File: src/rtl/uart_tx_queue.sv
// uart_tx_queue
//   Byte FIFO plus handshake FSM feeding the transmit side of the UART
//   controller. The producer writes bytes at system-clock rate; the FSM pops
//   one byte at a time, raises tx_start, waits for the controller's tx_busy
//   to rise and then fall, and pulses sent when the byte has gone out.
//
// Optional feature (macro UART_TXQ_TIMEOUT_EN):
//   When defined, a START state that sees no tx_busy within START_TIMEOUT
//   clocks abandons the byte, sets the sticky timeout_err and returns to IDLE.
//   When undefined, the timeout_err port and its counter do not exist.
//
// Ports:
//   clk          system clock (shared with the UART controller)
//   reset        asynchronous, active-high reset
//   clear        synchronous flush of queued bytes, overflow (and timeout_err)
//   wr_data      byte to enqueue
//   wr_en        enqueue strobe
//   full/empty   registered FIFO status
//   level        registered number of queued bytes, 0..DEPTH
//   overflow     sticky: a write was dropped because the FIFO was full
//   tx_data      byte presented to the controller, stable for the transfer
//   tx_start     transmit request to the controller
//   tx_busy      controller busy flag (asynchronous, synchronised here)
//   sent         one-clk pulse when a byte's transmission completes
//   timeout_err  sticky start-timeout flag (UART_TXQ_TIMEOUT_EN only)

module uart_tx_queue #(
  parameter int DEPTH         = 16,
  parameter int ADDR_WIDTH    = 4,
  parameter int START_TIMEOUT = 65535
) (
  input  logic                  clk,
  input  logic                  reset,
  input  logic                  clear,
  input  logic [7:0]            wr_data,
  input  logic                  wr_en,
  output logic                  full,
  output logic                  empty,
  output logic [ADDR_WIDTH:0]   level,
  output logic                  overflow,
  output logic [7:0]            tx_data,
  output logic                  tx_start,
  input  logic                  tx_busy,
  output logic                  sent
`ifdef UART_TXQ_TIMEOUT_EN
  ,
  output logic                  timeout_err
`endif
);

  typedef enum logic [1:0] {
    IDLE      = 2'd0,
    START     = 2'd1,
    WAIT_DONE = 2'd2
  } state_t;

  localparam logic [ADDR_WIDTH:0] PTR_ONE = {{ADDR_WIDTH{1'b0}}, 1'b1};

  state_t state;
  state_t state_nxt;

  logic [7:0]          mem [DEPTH];
  logic [ADDR_WIDTH:0] wr_ptr;
  logic [ADDR_WIDTH:0] rd_ptr;
  logic [ADDR_WIDTH:0] wr_ptr_nxt;
  logic [ADDR_WIDTH:0] rd_ptr_nxt;

  logic busy_p0;
  logic busy_s;
  logic push;
  logic pop;
  logic timeout_hit;

  // Stage p0 -> busy_s: two-flop synchroniser for the baud-domain busy flag.
  always_ff @(posedge clk or posedge reset) begin
    if (reset) begin
      busy_p0 <= 1'b0;
      busy_s  <= 1'b0;
    end else begin
      busy_p0 <= tx_busy;
      busy_s  <= busy_p0;
    end
  end

  // full is the registered flag, so a write meeting a same-cycle pop on a
  // full queue is still dropped. A write during clear is discarded, and no
  // pop is started while the pointers are being flushed.
  assign push = wr_en && !full && !clear;
  assign pop  = (state == IDLE) && !empty && !busy_s && !clear;

  always_comb begin
    wr_ptr_nxt = wr_ptr;
    rd_ptr_nxt = rd_ptr;
    if (clear) begin
      wr_ptr_nxt = '0;
      rd_ptr_nxt = '0;
    end else begin
      if (push) wr_ptr_nxt = wr_ptr + PTR_ONE;
      if (pop)  rd_ptr_nxt = rd_ptr + PTR_ONE;
    end
  end

  // Storage is not reset; only the pointers define which entries are valid.
  always_ff @(posedge clk) begin
    if (push) mem[wr_ptr[ADDR_WIDTH-1:0]] <= wr_data;
  end

  // Status flags are computed from the next pointer values so that they are
  // registered yet consistent with the pointers on every cycle.
  always_ff @(posedge clk or posedge reset) begin
    if (reset) begin
      wr_ptr   <= '0;
      rd_ptr   <= '0;
      full     <= 1'b0;
      empty    <= 1'b1;
      level    <= '0;
      overflow <= 1'b0;
    end else begin
      wr_ptr   <= wr_ptr_nxt;
      rd_ptr   <= rd_ptr_nxt;
      full     <= (wr_ptr_nxt[ADDR_WIDTH-1:0] == rd_ptr_nxt[ADDR_WIDTH-1:0]) &&
                  (wr_ptr_nxt[ADDR_WIDTH] != rd_ptr_nxt[ADDR_WIDTH]);
      empty    <= (wr_ptr_nxt == rd_ptr_nxt);
      level    <= wr_ptr_nxt - rd_ptr_nxt;
      if (clear)
        overflow <= 1'b0;
      else if (wr_en && full)
        overflow <= 1'b1;
    end
  end

  // tx_data is loaded on the pop and held until the next pop.
  always_ff @(posedge clk or posedge reset) begin
    if (reset)
      tx_data <= '0;
    else if (pop)
      tx_data <= mem[rd_ptr[ADDR_WIDTH-1:0]];
  end

`ifdef UART_TXQ_TIMEOUT_EN
  localparam logic [15:0] TIMEOUT_LAST = 16'(START_TIMEOUT - 1);

  logic [15:0] start_cnt;

  // Counts cycles spent in START; it is zero on the first START cycle.
  always_ff @(posedge clk or posedge reset) begin
    if (reset)
      start_cnt <= '0;
    else if (state != START)
      start_cnt <= '0;
    else
      start_cnt <= start_cnt + 16'd1;
  end

  assign timeout_hit = (state == START) && (start_cnt == TIMEOUT_LAST);

  always_ff @(posedge clk or posedge reset) begin
    if (reset)
      timeout_err <= 1'b0;
    else if (clear)
      timeout_err <= 1'b0;
    else if (timeout_hit && !busy_s)
      timeout_err <= 1'b1;
  end
`else
  assign timeout_hit = 1'b0;
`endif

  // FSM state register.
  always_ff @(posedge clk or posedge reset) begin
    if (reset)
      state <= IDLE;
    else
      state <= state_nxt;
  end

  // FSM next-state logic.
  always_comb begin
    state_nxt = state;
    case (state)
      IDLE: begin
        if (pop) state_nxt = START;
      end
      START: begin
        if (busy_s)
          state_nxt = WAIT_DONE;
        else if (timeout_hit)
          state_nxt = IDLE;
      end
      WAIT_DONE: begin
        if (!busy_s) state_nxt = IDLE;
      end
      default: state_nxt = IDLE;
    endcase
  end

  // FSM outputs. Both depend on the synchronised busy flag so that tx_start
  // falls, and sent fires, in the same cycle the FSM sees the busy edge.
  always_comb begin
    tx_start = 1'b0;
    sent     = 1'b0;
    case (state)
      START:     tx_start = !busy_s;
      WAIT_DONE: sent     = !busy_s;
      default: begin
        tx_start = 1'b0;
        sent     = 1'b0;
      end
    endcase
  end

endmodule
File: config.mk
export PLATFORM = sky130hd
export DESIGN_NAME = uart_tx_queue
export DESIGN_NICKNAME = d
export VERILOG_FILES = /design/src/rtl/uart_tx_queue.sv
export SDC_FILE = /design/constraint.sdc
export NUM_CORES = 1
export LEC_CHECK = 0
export CORE_UTILIZATION = 64
export DETAILED_ROUTE_END_ITERATION = 10
export GPL_TIMING_DRIVEN = 0
export PLACE_DENSITY_LB_ADDON = 0.15
export REMOVE_ABC_BUFFERS = 1
export SYNTH_ARGS = -nofsm -noshare
export SYNTH_HDL_FRONTEND = slang
export SYNTH_SLANG_ARGS = --single-unit
File: constraint.sdc
create_clock -name clk -period 8 [get_ports clk]
set_input_delay 0.8 -clock clk [delete_from_list [all_inputs] [get_ports clk]]
set_output_delay 0.8 -clock clk [all_outputs]
set_load 0.02 [all_outputs]
==> metrics.cfg <==
[cells_and_area]
fin_nets=393
drive_gt1_share_pct=20.1
final-instance-count-excl-fill=512
fillCellCount=526
diodes=0
fin_area_sq_mm=0.00733
area_delta_synth_final_pct=16.1

[cts]
cts_setup_buffers=0
cts_tree=done
cts_hold_buf=0
root_buffer=clkbuf_8
post_cts_resized=0
clock_sinks=158
insertion_delay_ns=0.51
numCtsBuffers=17
clk_pin_slew_ns=0.06
clockBufferDepth=2
htreeDepth=4

[setup_path]
cpMaxStageDelayCell=nor4_1
ff2ff_setup_slack_ns=4.94
slowest_delay_ns=0.88
r2r_cells=8
rr_endpoint=level[4]
crit_path_max_fanout=5
start_kind=flip-flop
path_class=flip-flop to flip-flop
cp.required_ns=8.44
crit_arrival_ns=3.50
critical_path.cell_chain=nor4_1 -> nand2_1 -> xor2_1 -> or2_2 -> ha_1 -> a21o_1 -> a21oi_1 -> xor2_1
crit_top_cell=xor2_1
crit_path_end=level[4]
crit-reg2reg-launch=state[0]
cp-startpoint=state[0]
end_kind=flip-flop

[die]
dieHeight_um=101
start_util_pct=67.1
die_w_um=101
row_count=35
die_area_sq_mm=0.0103
core_region_area_sq_mm=0.00942
num_io_pins=31

[drt]
routed_wl_um=12000
first_iter_violations=217
via_per_inst=6.25
drtPass1Iterations=4
detail-route-antenna-nets=0
wire_per_inst_um=23.4
vias=3200
route.detailed.drc=0

[synth]
ys_ff_latch=158
syn_area_sq_mm=0.00631
avgSynthCellArea_sq_um=18.9
synth-seq-area-share_pct=72.8
syn_inst=335
synth_top_area_share_pct=60.9
yosys-top-cells-area=edfxtp_1 (61%), dfrtp_1 (11%), mux4_2 (11%)
synth_warnings=0
synth_top_area_cell=edfxtp_1
yosysUniqueCellTypes=39

[global_route]
grt_use_total_pct=26.5
grt-busiest-layer=met2
grt_util_met2_pct=41.8
met1_usage_pct=36.9
grt_max_degree=36
grt_pass1_vias=3319
grt_util_met3_pct=6.07
grt.overflow.total=0
antenna_found_initial=0
grt_pass1_wl_um=18500

[outcome]
outcome=finished clean

[timing]
period_needed_ns=3.06
rsz0062_at_grt=false
fin_crit_sh_pct=38.3
setup_viol=0
fmax_mhz=327
skew_ns=0.00719
tns_ns=0
hold_viol_final=0
tightest_slew_ns=1.20
relSlewSlack_pct=20.0
slew_violations=0

[place]
placed_area_sq_mm=0.00674
io_buffers=30
place_congestion=0.774
dp_hpwl_um=7310
dp_cells=480

[worst_hold_path]
hp-class=flip-flop to flip-flop

[pwr]
pwr_density_cell_mw_per_mm2=285
cellLeakagePower_nw=2.49
ir_worst_vdd_uv=196

[flow_run]
cap_violations=0

[stage by stage]
step | utilization (%) | power (mW) | hold WS [ns] | worst slack [ns]
4_1_cts | 77.9 | 2.10 | 0.350 | 5.00
5_1_grt | 77.9 | 2.16 | 0.361 | 4.82
6_report | 77.9 | 2.09 | 0.347 | 4.94
2_1_floorplan | - | 1.18 | 0.331 | 4.80
3_3_place_gp | 71.3 | 1.31 | 0.335 | 4.03
3_5_place_dp | 71.6 | 1.32 | 0.336 | 4.72
[worst min path at each step]
stage                  from  endpoint  slack, ns  depth (start not counted)
finish              busy_p0    busy_s       0.35                          0
global route        busy_p0    busy_s       0.36                          0
CTS                 busy_p0    busy_s       0.35                          0
detailed placement  busy_p0    busy_s       0.34                          0
global placement    busy_p0    busy_s       0.34                          0
floorplan           busy_p0    busy_s       0.33                          0
[critical path, delay by kind of cell (launching register included)]
kind,cells,cell delay (ns)
adder cells (fa/ha/maj),1,0.35
AO/OA/AOI/OAI,2,0.47
XOR/XNOR,2,0.35
AND/OR/NAND/NOR,3,1.40
flip-flops,1,0.43
[cell usage after synthesis]
cell type  number
nand3_1         1
buf_2           3
o221ai_1        8
buf_1           3
a21oi_2         1
and2_1         14
a211o_1         1
nand3b_1        3
mux4_2         32
a21o_1          2
edfxtp_1      128
nor2b_1         1
ha_1            9
nor3b_1         3
inv_1          10
or4_4           1
o211ai_1        1
clkbuf_1        9
o21ai_0         1
dfrtp_1        29
nor4b_1         1
o21a_1          1
nor4_1          1
or3_4           1
nand2b_1        2
nor2_1         10
xnor2_1         3
mux2i_1        17
nand4_1         3
a21oi_1         5
xor2_1          7
a211oi_1        1
or2_2           5
nand2_1        11
or3_2           1
fa_1            1
dfstp_2         1
nor3_1          3
o21ba_2         1
[report_power, final]
group          switching (mW)  leakage [nW]  internal [mW]  total (mW)
combinational           0.158         0.662          0.170       0.327
sequential             0.0442          1.54          0.935       0.979
clock                   0.315         0.283          0.470       0.785
[kinds of logic after synthesis]
kind of cell / count (synthesis) / synth area share [%]
compound gates: 22 / 2.62
xor+xnor: 10 / 1.39
fa+ha+maj: 10 / 2.10
buf+inv: 25 / 1.55
flops: 158 / 72.8
mux: 49 / 14.1
simple gates: 61 / 5.47
[flip-flops by register name, indices dropped and copies added, names as in the netlist, 2 cells and up]
register / flops
mem: 128
tx_data: 8
level: 5
rd_ptr: 5
wr_ptr: 5
state: 2
[cells in the final DEF (no fill, tap or decap), types with 2 or more instances in the layout]
cell type / n
clkinv_1: 2
nand4_1: 3
ha_1: 9
or2_2: 5
inv_1: 10
nor3_1: 2
edfxtp_1: 128
clkinv_4: 5
mux2i_1: 17
nand2_1: 11
o221ai_1: 8
clkbuf_16: 16
bufinv_16: 2
xor2_1: 7
clkdlybuf4s50_1: 30
clkbuf_8: 4
a21o_1: 2
nor2_1: 10
dfrtp_2: 2
and2_1: 14
nand2b_1: 2
xnor2_1: 3
mux4_2: 32
clkinvlp_4: 2
nor3b_1: 3
nand3b_1: 3
a21oi_1: 5
dfrtp_1: 27
[metal layers]
| layer | vias up | wire (um) | share of wire [%] |
|---|---|---|---|
| li1 | 1391 | - | - |
| met1 | 1670 | 5040 | 42 |
| met2 | 123 | 6030 | 50 |
| met3 | 16 | 745 | 6.2 |
| met4 | 0 | 184 | 1.5 |
| met5 | - | 0 | 0 |
[area by class of cell]
type                    instances  area, sq um  area share (%)
repair buffers                 31          320            4.37
clock buffers                  20          455            6.21
inverters                      10         37.5           0.512
flip-flops and latches        158         4600            62.7
multi-input cells             152         1630            22.2
clock inverters                12          135            1.84
well taps                     129          161            2.20
(Power assumes the default switching activity.)
